File: config.mk
export PLATFORM = sky130hd
export DESIGN_NAME = mac_window_accum_flat
export DESIGN_NICKNAME = d
export VERILOG_FILES = /design/src/rtl/mac_window_accum_pkg.sv /design/src/rtl/mac_window_accum_if.sv /design/src/rtl/mac_window_outreg.sv /design/src/rtl/mac_window_accum.sv /design/src/flat_wrapper.sv
export SDC_FILE = /design/constraint.sdc
export NUM_CORES = 1
export LEC_CHECK = 0
export ABC_CLOCK_PERIOD_IN_PS = 5600
export BUFFER_PORTS_ARGS = -buffer_cell sky130_fd_sc_hd__buf_2
export CAP_MARGIN = 30
export CORE_MARGIN = 4
export CORE_UTILIZATION = 25
export CTS_BUF_LIST = sky130_fd_sc_hd__clkbuf_4
export DETAILED_ROUTE_END_ITERATION = 10
export PLACE_DENSITY = 0.45
export SLEW_MARGIN = 5
export SYNTH_ARGS = -nofsm -noshare
export SYNTH_HDL_FRONTEND = slang
export SYNTH_SLANG_ARGS = --single-unit
File: constraint.sdc
create_clock -name clk -period 5.6 [get_ports clk]
set_clock_uncertainty 0.2 [all_clocks]
set_input_delay 1.12 -clock clk [delete_from_list [all_inputs] [get_ports clk]]
set_output_delay 1.12 -clock clk [all_outputs]
set_load 0.005 [all_outputs]
File: src/rtl/mac_window_accum_pkg.sv
// Shared constants, width helper and output-register state type for the
// windowed accumulator that follows the 8-bit multiply-add pipeline.
package mac_window_accum_pkg;

  localparam int unsigned DATA_W_DEF   = 8;
  localparam int unsigned WIN_LOG2_DEF = 2;
  localparam int unsigned WIN_LOG2_MAX = 8;

  // Exact width for 2^win_log2 unsigned samples of data_w bits.
  function automatic int unsigned sum_width(input int unsigned data_w,
                                            input int unsigned win_log2);
    return data_w + win_log2;
  endfunction

  typedef enum logic {
    EMPTY = 1'b0,
    FULL  = 1'b1
  } outreg_state_t;

endpackage

File: src/rtl/mac_window_accum_if.sv
// Sample-in / window-result-out bundle for mac_window_accum.
interface mac_window_accum_if #(
  parameter int unsigned DATA_W   = mac_window_accum_pkg::DATA_W_DEF,
  parameter int unsigned WIN_LOG2 = mac_window_accum_pkg::WIN_LOG2_DEF
);

  localparam int unsigned SUM_W = mac_window_accum_pkg::sum_width(DATA_W, WIN_LOG2);

  logic [DATA_W-1:0] in_data;
  logic              in_valid;
  logic              in_ready;
  logic              clear;
  logic [SUM_W-1:0]  out_sum;
  logic [DATA_W-1:0] out_mean;
  logic              out_valid;
  logic              out_ready;

  // Producer of samples / consumer of results.
  modport master (
    output in_data, in_valid, clear, out_ready,
    input  in_ready, out_sum, out_mean, out_valid
  );

  // The accumulator itself.
  modport slave (
    input  in_data, in_valid, clear, out_ready,
    output in_ready, out_sum, out_mean, out_valid
  );

endinterface

File: src/rtl/mac_window_outreg.sv
// One-entry valid/ready holding register; a load while full is a reload
// that replaces the entry being consumed on the same edge.
module mac_window_outreg
  import mac_window_accum_pkg::*;
#(
  parameter int unsigned W = 18
) (
  input  logic         clk,
  input  logic         rst_n,
  input  logic         load,
  input  logic [W-1:0] load_data,
  input  logic         out_ready,
  output logic         out_valid,
  output logic [W-1:0] data,
  output logic         full
);

  outreg_state_t state;

  // State and payload; the payload only moves on a load.
  always_ff @(posedge clk or negedge rst_n) begin
    if (!rst_n) begin
      state <= EMPTY;
      data  <= '0;
    end else begin
      case (state)
        EMPTY: begin
          if (load) begin
            state <= FULL;
            data  <= load_data;
          end
        end
        FULL: begin
          if (load) begin
            data <= load_data;
          end else if (out_ready) begin
            state <= EMPTY;
          end
        end
        default: state <= EMPTY;
      endcase
    end
  end

  assign out_valid = (state == FULL);
  assign full      = (state == FULL);

endmodule

File: src/rtl/mac_window_accum.sv
// Sums fixed windows of 2^WIN_LOG2 samples and presents sum and truncated
// mean through a one-entry output register; stalls only a completing sample.
module mac_window_accum
  import mac_window_accum_pkg::*;
#(
  parameter int unsigned DATA_W   = DATA_W_DEF,
  parameter int unsigned WIN_LOG2 = WIN_LOG2_DEF
) (
  input  logic                clk,
  input  logic                rst_n,
  mac_window_accum_if.slave   bus
);

  localparam int unsigned SUM_W   = sum_width(DATA_W, WIN_LOG2);
  localparam int unsigned N       = 32'd1 << WIN_LOG2;
  localparam int unsigned CNT_W   = (WIN_LOG2 > 0) ? WIN_LOG2 : 1;
  localparam int unsigned RES_W   = SUM_W + DATA_W;
  localparam logic [CNT_W-1:0] LAST_CNT = CNT_W'(N - 1);

  logic [SUM_W-1:0]  acc;
  logic [CNT_W-1:0]  cnt;
  logic [SUM_W-1:0]  sum_next_c;
  logic [DATA_W-1:0] mean_next_c;
  logic              last_c;
  logic              accept_c;
  logic              load_c;
  logic              full;
  logic              res_valid;
  logic [RES_W-1:0]  res_data;

  // With a one-sample window cnt stays at zero, so every sample is last.
  assign last_c      = (cnt == LAST_CNT);
  assign sum_next_c  = acc + SUM_W'(bus.in_data);
  assign mean_next_c = DATA_W'(sum_next_c >> WIN_LOG2);

  assign bus.in_ready = !bus.clear && !(full && !bus.out_ready && last_c);
  assign accept_c     = bus.in_valid && bus.in_ready;
  assign load_c       = accept_c && last_c;

  // Partial-window state; clear wins and blocks acceptance that cycle.
  always_ff @(posedge clk or negedge rst_n) begin
    if (!rst_n) begin
      acc <= '0;
      cnt <= '0;
    end else if (bus.clear) begin
      acc <= '0;
      cnt <= '0;
    end else if (accept_c) begin
      if (last_c) begin
        acc <= '0;
        cnt <= '0;
      end else begin
        acc <= sum_next_c;
        cnt <= cnt + CNT_W'(1);
      end
    end
  end

  mac_window_outreg #(
    .W (RES_W)
  ) u_outreg (
    .clk       (clk),
    .rst_n     (rst_n),
    .load      (load_c),
    .load_data ({mean_next_c, sum_next_c}),
    .out_ready (bus.out_ready),
    .out_valid (res_valid),
    .data      (res_data),
    .full      (full)
  );

  assign bus.out_valid = res_valid;
  assign bus.out_sum   = res_data[SUM_W-1:0];
  assign bus.out_mean  = res_data[RES_W-1:SUM_W];

endmodule

File: src/flat_wrapper.sv
// flat-port wrapper written by rule: the top's interface ports become plain ports
module mac_window_accum_flat import mac_window_accum_pkg::*;
#(
  parameter int unsigned DATA_W   = DATA_W_DEF,
  parameter int unsigned WIN_LOG2 = WIN_LOG2_DEF
)
  (clk, rst_n, bus_in_data, bus_in_valid, bus_clear, bus_out_ready, bus_in_ready, bus_out_sum, bus_out_mean, bus_out_valid);
  mac_window_accum_if #(.DATA_W(DATA_W), .WIN_LOG2(WIN_LOG2)) bus_i ();
  input  logic clk;
  input  logic rst_n;
  input wire logic [$bits(bus_i.in_data)-1:0] bus_in_data;
  input wire logic [$bits(bus_i.in_valid)-1:0] bus_in_valid;
  input wire logic [$bits(bus_i.clear)-1:0] bus_clear;
  input wire logic [$bits(bus_i.out_ready)-1:0] bus_out_ready;
  output wire logic [$bits(bus_i.in_ready)-1:0] bus_in_ready;
  output wire logic [$bits(bus_i.out_sum)-1:0] bus_out_sum;
  output wire logic [$bits(bus_i.out_mean)-1:0] bus_out_mean;
  output wire logic [$bits(bus_i.out_valid)-1:0] bus_out_valid;
  assign bus_i.in_data = bus_in_data;
  assign bus_i.in_valid = bus_in_valid;
  assign bus_i.clear = bus_clear;
  assign bus_i.out_ready = bus_out_ready;
  assign bus_in_ready = bus_i.in_ready;
  assign bus_out_sum = bus_i.out_sum;
  assign bus_out_mean = bus_i.out_mean;
  assign bus_out_valid = bus_i.out_valid;
  mac_window_accum #(.DATA_W(DATA_W), .WIN_LOG2(WIN_LOG2)) u_core (.clk(clk), .rst_n(rst_n), .bus(bus_i));
endmodule
==> results of run 1 <==
[through the flow]
step / hold slack, ns / util (%) / cells / power (mW) / setup WS [ns]
after CTS: 0.302 / 29.9 / 217 / 0.429 / 2.50
after detailed placement: 0.272 / 29.4 / 213 / 0.345 / 2.45
after global placement: 0.266 / 29.4 / 213 / 0.343 / 2.53
after global routing: 0.311 / 30.1 / 218 / 0.457 / 2.48
final: 0.290 / 30.1 / 218 / 0.421 / 2.50
after floorplan: 0.270 / - / 121 / 0.308 / 2.72
[placed cells by master, fill, tap and decap left out, types with 4 or more instances in the layout]
cell type,n
sky130_fd_sc_hd__buf_2,32
sky130_fd_sc_hd__clkbuf_4,4
sky130_fd_sc_hd__ha_1,9
sky130_fd_sc_hd__mux2_2,8
sky130_fd_sc_hd__dfrtp_1,23
sky130_fd_sc_hd__nand2_1,8
sky130_fd_sc_hd__inv_1,7
sky130_fd_sc_hd__a22o_1,8
sky130_fd_sc_hd__a21oi_1,6
sky130_fd_sc_hd__xnor2_1,7
[cells by family (layout without fill, tap and decap cells)]
group,Yosys count,in the layout
and+or+nand+nor,22,22
buffers and inverters,18,45
muxes,8,8
DFF,23,23
AOI/OAI and AO/OA,32,32
adders and majority gates,10,10
xor gates and xnor gates,8,8
[registers in the layout (all words and copies together) (netlist names)]
name                  flops
u_core.acc               10
u_core.cnt                2
u_core.u_outreg.data     10
u_core.u_outreg.full      1
[critical path: stages]
cell and delay, ns:
sky130_fd_sc_hd__buf_2 0.10, sky130_fd_sc_hd__nand3b_2 0.22, sky130_fd_sc_hd__and2b_1 0.20, sky130_fd_sc_hd__buf_2 0.13
[worst min-delay path by stage]
| stage | from | to | depth (start not counted) |
|---|---|---|---|
| detailed placement | u_core.u_outreg.data[1]$_DFFE_PN0P_ | u_core.u_outreg.data[1]$_DFFE_PN0P_ | 2 |
| global route | u_core.u_outreg.data[1]$_DFFE_PN0P_ | u_core.u_outreg.data[1]$_DFFE_PN0P_ | 2 |
| floorplan | u_core.acc[0]$_DFFE_PN0P_ | u_core.acc[0]$_DFFE_PN0P_ | 1 |
| CTS | u_core.u_outreg.data[1]$_DFFE_PN0P_ | u_core.u_outreg.data[1]$_DFFE_PN0P_ | 2 |
| finish | u_core.u_outreg.data[1]$_DFFE_PN0P_ | u_core.u_outreg.data[1]$_DFFE_PN0P_ | 2 |
| global placement | u_core.u_outreg.data[1]$_DFFE_PN0P_ | u_core.u_outreg.data[1]$_DFFE_PN0P_ | 2 |
[power by group through the flow]
stage	clock, mW	sequential [mW]	combinational (mW)
floorplan	0	0.207	0.101
global placement	0	0.206	0.137
detailed placement	0	0.208	0.137
CTS	0.0866	0.205	0.138
global route	0.0936	0.209	0.154
finish	0.0807	0.204	0.136
[per-layer routing]
metal  wire [um]  share of wire, %
met3         130               4.8
met4          15              0.56
met1        1270                47
met5           0                 0
met2        1280                47
[area by class of cell]
class	count	area, um^2	area share, %
multi-input cells	80	652	42.2
inverters	7	26.3	1.70
repair buffers	34	175	11.3
well taps	70	87.6	5.66
clock buffers	4	30.0	1.94
flip-flops and latches	23	576	37.2
==> impl_metrics.toml, run 1 <==
[synth]
synth_flop_cell = "sky130_fd_sc_hd__dfrtp_1"
synth_top_family_by_area = "compound AO/OA/AOI/OAI gates"
yosysMostFrequentCell = "sky130_fd_sc_hd__dfrtp_1"
postSynthRegisterBits = 23
mappedNetlistArea_um2 = 1330
synth_top_area_share_pct = 43.2
async_flop_share_pct = 100
yosys.cell_types.count = 38
net_count_of_the_mapped_netlist = 144
netlist_top_cells_count = "sky130_fd_sc_hd__dfrtp_1 (23), sky130_fd_sc_hd__ha_1 (9)"
yosys.area_share.xor_xnor_pct = 5.25
synth_area_leaders = "sky130_fd_sc_hd__dfrtp_1 (43%), sky130_fd_sc_hd__ha_1 (8.4%), sky130_fd_sc_hd__mux2_2 (6.8%)"
synth_enable_flop_cells = 0
synthAdderAreaFrac_pct = 9.94
synth_top_area_cell = "sky130_fd_sc_hd__dfrtp_1"
postSynthAreaPerCell_um2 = 11.0
synth_mux_area_share_pct = 6.75
seq_area_frac_synth_pct = 43.2
synth-simple-area-share_pct = 9.57
number_of_instances_in_the_synthesized_netlist = 121
synth_compound_gate_area_share_pct = 17.4
yosysWarnings = 0

[timing]
grt_setup_unrepaired = "false"
period_minus_slack_ns = 3.10
setup_viol_count_final = 0
layout_worst_path_cycle_share_pct = 55.3
worst_pin_slew_ns = 0.526
fin_tns_setup_ns = 0
drv_slew = 0
clock.fmax_mhz = 323
timing.max_slew.rel_slack_pct = 65.0
hold_viol_final = 0

[die]
die_area_um2 = 6570
die_w_um = 81.0
core_ar_um2 = 5140
floorplan.initialDensity_pct = 25.9
number_of_cell_rows = 26
die_y_um = 81.0
top_level_ports = 33

[final_layout]
nFillCells = 568
insertedDiodeCount = 0
area_growth_synth_to_finish_pct = 15.9
post_route_cells_drive_above_1_share_pct = 36.5
finish.instance_area_um2 = 1550
nNetsFinal = 172

[power_and_ir_drop]
netSwitchingFraction_pct = 31.0
power.leakage_nw = 0.798
internal-power_mw = 0.290
power.clock.fraction_pct = 19.2
power_frac_seq_pct = 48.5
share_comb_of_total_power_pct = 32.3
p_switching_mw = 0.130
power.density_nw_per_um2 = 272
max-vdd-ir-drop_mv = 0.154

[clocking]
clk_pin_slew_worst_paths_ns = 0.13
cts_setup_buffers = 0
cts_tree = "done"
clk-insertion-delay-late_ns = 0.31
clock_tree.root_cell = "sky130_fd_sc_hd__clkbuf_4"
cts_sinks = 23
ctsHoldBuffers = 0
max-clock-path-buffers = 2
htree_num_levels = 1
cts_resized = 0
cts_inserted_buffers = 3

[setup_path]
worst_setup_path_endpoint = "bus_in_ready"
crit_path_end_kind = "primary output"
arrival_ns = 1.78
worstReg2RegStart = "u_core.acc[0]$_DFFE_PN0P_"
worst-endpoint-required_ns = 4.28
start_kind = "input port"
cp-startpoint = "bus_out_ready"
critical_path_maximum_fanout = 4
worst_r2r_endpoint = "u_core.u_outreg.data[14]$_DFFE_PN0P_"
timing.reg2reg.setup_slack_ns = 3.33
reg2regPathDepth = 8
timing.setup.critical_path_class = "in -> out"

[hold_path]
hp-class = "reg -> reg"

[drt]
drtIter0Drc = 41
wl_per_cell_um = 12.4
vias = 923
antenna_nets_post_route = 0
routed_wirelength_um = 2700
drc_errors = 0
drtPass1Iterations = 6
post_drt_via_cell_ratio = 4.23

[global_routing]
grt_start_max_net_pins = 24
grt.total_usage_pct = 9.04
grt_remaining_overflow = 0
grtUsageMet2_pct = 15.1
globalRouteMet3Util_pct = 2.55
antenna_found_initial = 0
grt_busiest_layer = "met2"
global_route_wire_length_before_repair_um = 4640
use_met1_pct = 11.8
first_global_vias = 976

[outcome]
status = "complete, no violations"

[place]
gpl.final_weighted_congestion = 0.780
dp.final_hpwl_um = 2090
port_buffers = 32
placed_area_um2 = 1510

[job]
max_cap_viol = 0
Note: power is estimated with default switching activity, not from simulation.
==> run 2: changes to the inputs <==
- ABC_CLOCK_PERIOD_IN_PS: 5600 -> 2600
- PLACE_DENSITY: 0.45 -> 0.46
- clock period: 5.6 -> 2.6 ns (I/O delays scaled with it)
==> run 2 against run 1 <==
Die area unchanged. Critical path depth up 4. Via count up 2.3%. Register-to-register slack worse by 3.0 ns. Final cell count up 0.46%. Worst hold slack worse by 0.11 ns. Setup slack worse by 2.2 ns. First-iteration DRC count down 29%. Combinational power up 110%. Global-route usage up 0.22 points. Non-clock buffer count up 1. Critical path type is now reg -> reg.
==> impl_metrics.toml, run 2 (synthesis results as in run 1) <==
[setup_path]
crit_path_end_kind = "flip-flop"
start_kind = "flip-flop"
worst-endpoint-required_ns = 2.60
timing.setup.critical_path_class = "reg -> reg"
arrival_ns = 2.27
critical_path_maximum_fanout = 3

[die]
die_area_um2 = 6570
core_ar_um2 = 5140
number_of_cell_rows = 26
top_level_ports = 33
die_w_um = 81.0
die_y_um = 81.0
floorplan.initialDensity_pct = 25.9

[power_and_ir_drop]
power.leakage_nw = 0.801
power.density_nw_per_um2 = 577
max-vdd-ir-drop_mv = 0.236
fin_total_pwr_mw = 0.896

[clocking]
cts_tree = "done"
cts_setup_buffers = 0
htree_num_levels = 1
cts_inserted_buffers = 3
clk_pin_slew_worst_paths_ns = 0.13
clk-insertion-delay-late_ns = 0.32
max-clock-path-buffers = 2
clock_tree.root_cell = "sky130_fd_sc_hd__clkbuf_4"
cts_sinks = 23

[drt]
post_drt_via_cell_ratio = 4.31
drtIter0Drc = 29
vias = 944
drc_errors = 0
antenna_nets_post_route = 0
routed_wirelength_um = 2610
wl_per_cell_um = 11.9
drtPass1Iterations = 3

[timing]
final_critical_path_setup_slack_ns = 0.335
hold_viol_final = 0
period_minus_slack_ns = 2.26
worst_pin_slew_ns = 0.529
layout_worst_path_cycle_share_pct = 87.1
finalHoldWorstSlack_ns = 0.180
setup_viol_count_final = 0
fin_tns_setup_ns = 0
drv_slew = 0
clock.fmax_mhz = 442
timing.max_slew.rel_slack_pct = 64.8
grt_setup_unrepaired = "false"

[place]
dp.final_hpwl_um = 2010
placed_area_um2 = 1520
gpl.final_weighted_congestion = 0.745
numPlacedInstances = 214
place_worst_setup_slack_ns = 0.111
port_buffers = 32

[job]
max_cap_viol = 0

[global_routing]
grt_remaining_overflow = 0
grt_start_max_net_pins = 24
grt.total_usage_pct = 9.26
global_route_wire_length_before_repair_um = 4680
antenna_found_initial = 0
first_global_vias = 979

[final_layout]
layout.core_utilization_pct = 30.2
final-seq-area_um2 = 576
nNetsFinal = 173
nFillCells = 556
area_growth_synth_to_finish_pct = 16.5
finish.instance_area_um2 = 1550
final_cell_count_no_fill = 219
multi_input_area_um2 = 652
post_route_cells_drive_above_1_share_pct = 36.2
layout.cells.most_common = "sky130_fd_sc_hd__buf_2"
insertedDiodeCount = 0
top_regs = "u_core.acc: 10 flops, u_core.u_outreg.data: 10 flops, u_core.cnt: 2 flops"
most-common-layout-cells = "sky130_fd_sc_hd__buf_2 (32), sky130_fd_sc_hd__dfrtp_1 (23), sky130_fd_sc_hd__ha_1 (9)"

[hold_path]
hp-class = "in -> reg"

[outcome]
status = "complete, no violations"
[run 2: cell count changes in the layout (fill, tap and decap cells not counted)]
| cell | delta |
|---|---|
| sky130_fd_sc_hd__clkinv_2 | +1 |
| sky130_fd_sc_hd__dlygate4sd3_1 | +1 |
| sky130_fd_sc_hd__clkbuf_4 | -1 |
[run 2: path summary, 6_finish.rpt]
check                                                    startpoint                                    to  slack (ns)  depth (start not counted)
worst max-delay path                      u_core.acc[0]$_DFFE_PN0P_  u_core.u_outreg.data[14]$_DFFE_PN0P_        0.34                          8
worst max register to register            u_core.acc[0]$_DFFE_PN0P_  u_core.u_outreg.data[14]$_DFFE_PN0P_        0.34                          8
min in group asynchronous                                     rst_n  u_core.u_outreg.data[11]$_DFFE_PN0P_        0.50                          2
worst min register to register  u_core.u_outreg.data[1]$_DFFE_PN0P_   u_core.u_outreg.data[1]$_DFFE_PN0P_        0.30                          2
worst min-delay path                                      bus_clear             u_core.cnt[1]$_DFFE_PN0P_        0.18                          2
max in group asynchronous                                     rst_n             u_core.acc[9]$_DFFE_PN0P_        1.33                          2
[run 2: final cells by class]
type                            count  area share (%)
Inverter                            7            1.69
Clock inverter                      1           0.322
Multi-Input combinational cell     80            41.9
Clock buffer                        3            1.45
Tap cell                           70            5.64
Sequential cell                    23            37.0
Timing Repair Buffer               35            11.9
[run 2: worst max-delay path, cell delays in order, from the launching register on]
cell and delay, ns:
sky130_fd_sc_hd__dfrtp_1 0.38, sky130_fd_sc_hd__ha_1 0.19, sky130_fd_sc_hd__inv_1 0.06, sky130_fd_sc_hd__fa_1 0.40, sky130_fd_sc_hd__nand2b_1 0.17, sky130_fd_sc_hd__a21oi_2 0.20
sky130_fd_sc_hd__a31oi_1 0.13, sky130_fd_sc_hd__xnor2_1 0.15, sky130_fd_sc_hd__mux2_2 0.27
[run 2: routing by layer]
metal	GRT usage, %	wire length [um]	up-vias
met5	0	0	-
met4	2.03	18	0
met3	3.10	161	2
met2	15.6	1200	24
met1	11.5	1240	442
li1	-	-	476
[run 2: where the power goes]
part | total (mW) | leakage (nW) | switching [mW] | internal, mW
logic | 0.292 | 0.473 | 0.144 | 0.148
clock network | 0.165 | 0.0177 | 0.108 | 0.0575
registers | 0.439 | 0.310 | 0.0312 | 0.408
[run 2: timing repair]
| action | CTS | global route |
|---|---|---|
| endpoints found under the hold margin | 23 | 0 |
| hold buffers | 1 | 0 |
| resized for setup | 0 | 0 |
==> run 3: changes to the inputs <==
- CAP_MARGIN: 30 -> 40
- PLACE_DENSITY: 0.46 -> 0.54
==> run 3 against run 2 <==
Critical path depth unchanged. Cell area up 0.16%. Setup slack better by 0.050 ns. Non-clock buffer count unchanged. Critical endpoint unchanged. Critical path type unchanged. Utilization about the same. Routed wire length up 1.2%. Largest power group unchanged. Global-route usage down 0.44 points.
==> impl_metrics.toml, run 3 (synthesis results as in run 1) <==
[outcome]
status = "complete, no violations"

[setup_path]
reg2regPathDepth = 8
arrival_ns = 2.23
start_kind = "flip-flop"
worstReg2RegStart = "u_core.acc[0]$_DFFE_PN0P_"
timing.setup.critical_path_class = "reg -> reg"
crit_path_end_kind = "flip-flop"
worst_r2r_endpoint = "u_core.u_outreg.data[14]$_DFFE_PN0P_"
critical_path_maximum_fanout = 3
timing.reg2reg.setup_slack_ns = 0.38
worst-endpoint-required_ns = 2.61

[timing]
layout_worst_path_cycle_share_pct = 85.2
setup_viol_count_final = 0
fin_tns_setup_ns = 0
hold_viol_final = 0
timing.max_slew.rel_slack_pct = 65.5
finalHoldWorstSlack_ns = 0.193
clock.fmax_mhz = 451
drv_slew = 0
grt_setup_unrepaired = "false"
period_minus_slack_ns = 2.22
worst_pin_slew_ns = 0.517

[power_and_ir_drop]
max-vdd-ir-drop_mv = 0.256
power.density_nw_per_um2 = 583
power.leakage_nw = 0.802
fin_total_pwr_mw = 0.907

[global_routing]
global_route_wire_length_before_repair_um = 4500
first_global_vias = 927
grt_remaining_overflow = 0
grt_start_max_net_pins = 24
grt.total_usage_pct = 8.82
antenna_found_initial = 0

[die]
die_y_um = 81.0
die_w_um = 81.0
number_of_cell_rows = 26
core_ar_um2 = 5140
floorplan.initialDensity_pct = 25.9
die_area_um2 = 6570
top_level_ports = 33

[final_layout]
insertedDiodeCount = 0
nFillCells = 573
post_route_cells_drive_above_1_share_pct = 36.2
top_regs = "u_core.acc: 10 flops, u_core.u_outreg.data: 10 flops, u_core.cnt: 2 flops"
layout.cells.most_common = "sky130_fd_sc_hd__buf_2"
nNetsFinal = 173
area_growth_synth_to_finish_pct = 16.7
most-common-layout-cells = "sky130_fd_sc_hd__buf_2 (32), sky130_fd_sc_hd__dfrtp_1 (23), sky130_fd_sc_hd__ha_1 (9)"

[clocking]
htree_num_levels = 1
clk-insertion-delay-late_ns = 0.31
ctsHoldBuffers = 1
max-clock-path-buffers = 2
clk_pin_slew_worst_paths_ns = 0.13
cts_resized = 0
cts_tree = "done"
cts_inserted_buffers = 3
cts_setup_buffers = 0
clock_tree.root_cell = "sky130_fd_sc_hd__clkbuf_4"
cts_sinks = 23

[place]
dp.final_hpwl_um = 2020
port_buffers = 32
gpl.final_weighted_congestion = 0.711

[drt]
drtPass1Iterations = 4
routed_wirelength_um = 2650
vias = 941
post_drt_via_cell_ratio = 4.30
drc_errors = 0
antenna_nets_post_route = 0
drtIter0Drc = 35
wl_per_cell_um = 12.1

[hold_path]
hp-class = "in -> reg"
worstHoldStart = "bus_clear"
whs_path_depth = 2
worst_hold_path.endpoint = "u_core.cnt[1]$_DFFE_PN0P_"

[job]
max_cap_viol = 0
run 3: worst max path at each step:
stage | endpoint | startpoint | slack [ns]
2_1_floorplan | u_core.u_outreg.data[14]$_DFFE_PN0P_ | bus_in_data[0] | 0.32
3_3_place_gp | u_core.u_outreg.data[14]$_DFFE_PN0P_ | bus_in_data[0] | 0.17
3_5_place_dp | u_core.u_outreg.data[14]$_DFFE_PN0P_ | bus_in_data[0] | 0.12
4_1_cts | u_core.u_outreg.data[14]$_DFFE_PN0P_ | u_core.acc[0]$_DFFE_PN0P_ | 0.36
5_1_grt | u_core.u_outreg.data[14]$_DFFE_PN0P_ | u_core.acc[0]$_DFFE_PN0P_ | 0.24
6_report | u_core.u_outreg.data[14]$_DFFE_PN0P_ | u_core.acc[0]$_DFFE_PN0P_ | 0.38
run 3: power by group:
part           internal, mW  switching, mW
Clock                0.0703          0.103
Combinational         0.148          0.145
Sequential            0.408         0.0317
run 3: through the flow:
stage	cells	util (%)	setup WS (ns)	area (um^2)
finish	219	30.3	0.385	1560
global route	219	30.3	0.245	1560
CTS	219	30.3	0.364	1560
detailed placement	214	29.5	0.116	1520
global placement	214	29.5	0.168	1520
floorplan	121	-	0.317	1330
run 3: area by class of cell:
cell class,instances,area [um^2],area share (%)
Multi-Input combinational cell,80,652,41.9
Sequential cell,23,576,37.0
Timing Repair Buffer,35,185,11.9
Tap cell,70,87.6,5.63
Clock buffer,4,30.0,1.93
Inverter,7,26.3,1.69
run 3: layer usage:
layer  share of wire (%)  track usage (%)
met1                  49             12.2
met2                  46             14.0
met3                 4.7             2.00
met4                 1.0             2.03
met5                   0                0
run 3: critical path: stages, from the launching register on:
cell and delay, ns:
sky130_fd_sc_hd__dfrtp_1 0.37, sky130_fd_sc_hd__ha_1 0.19, sky130_fd_sc_hd__inv_1 0.06, sky130_fd_sc_hd__fa_1 0.40, sky130_fd_sc_hd__nand2b_1 0.17, sky130_fd_sc_hd__a21oi_2 0.20
sky130_fd_sc_hd__a31oi_1 0.13, sky130_fd_sc_hd__xnor2_1 0.15, sky130_fd_sc_hd__mux2_2 0.26
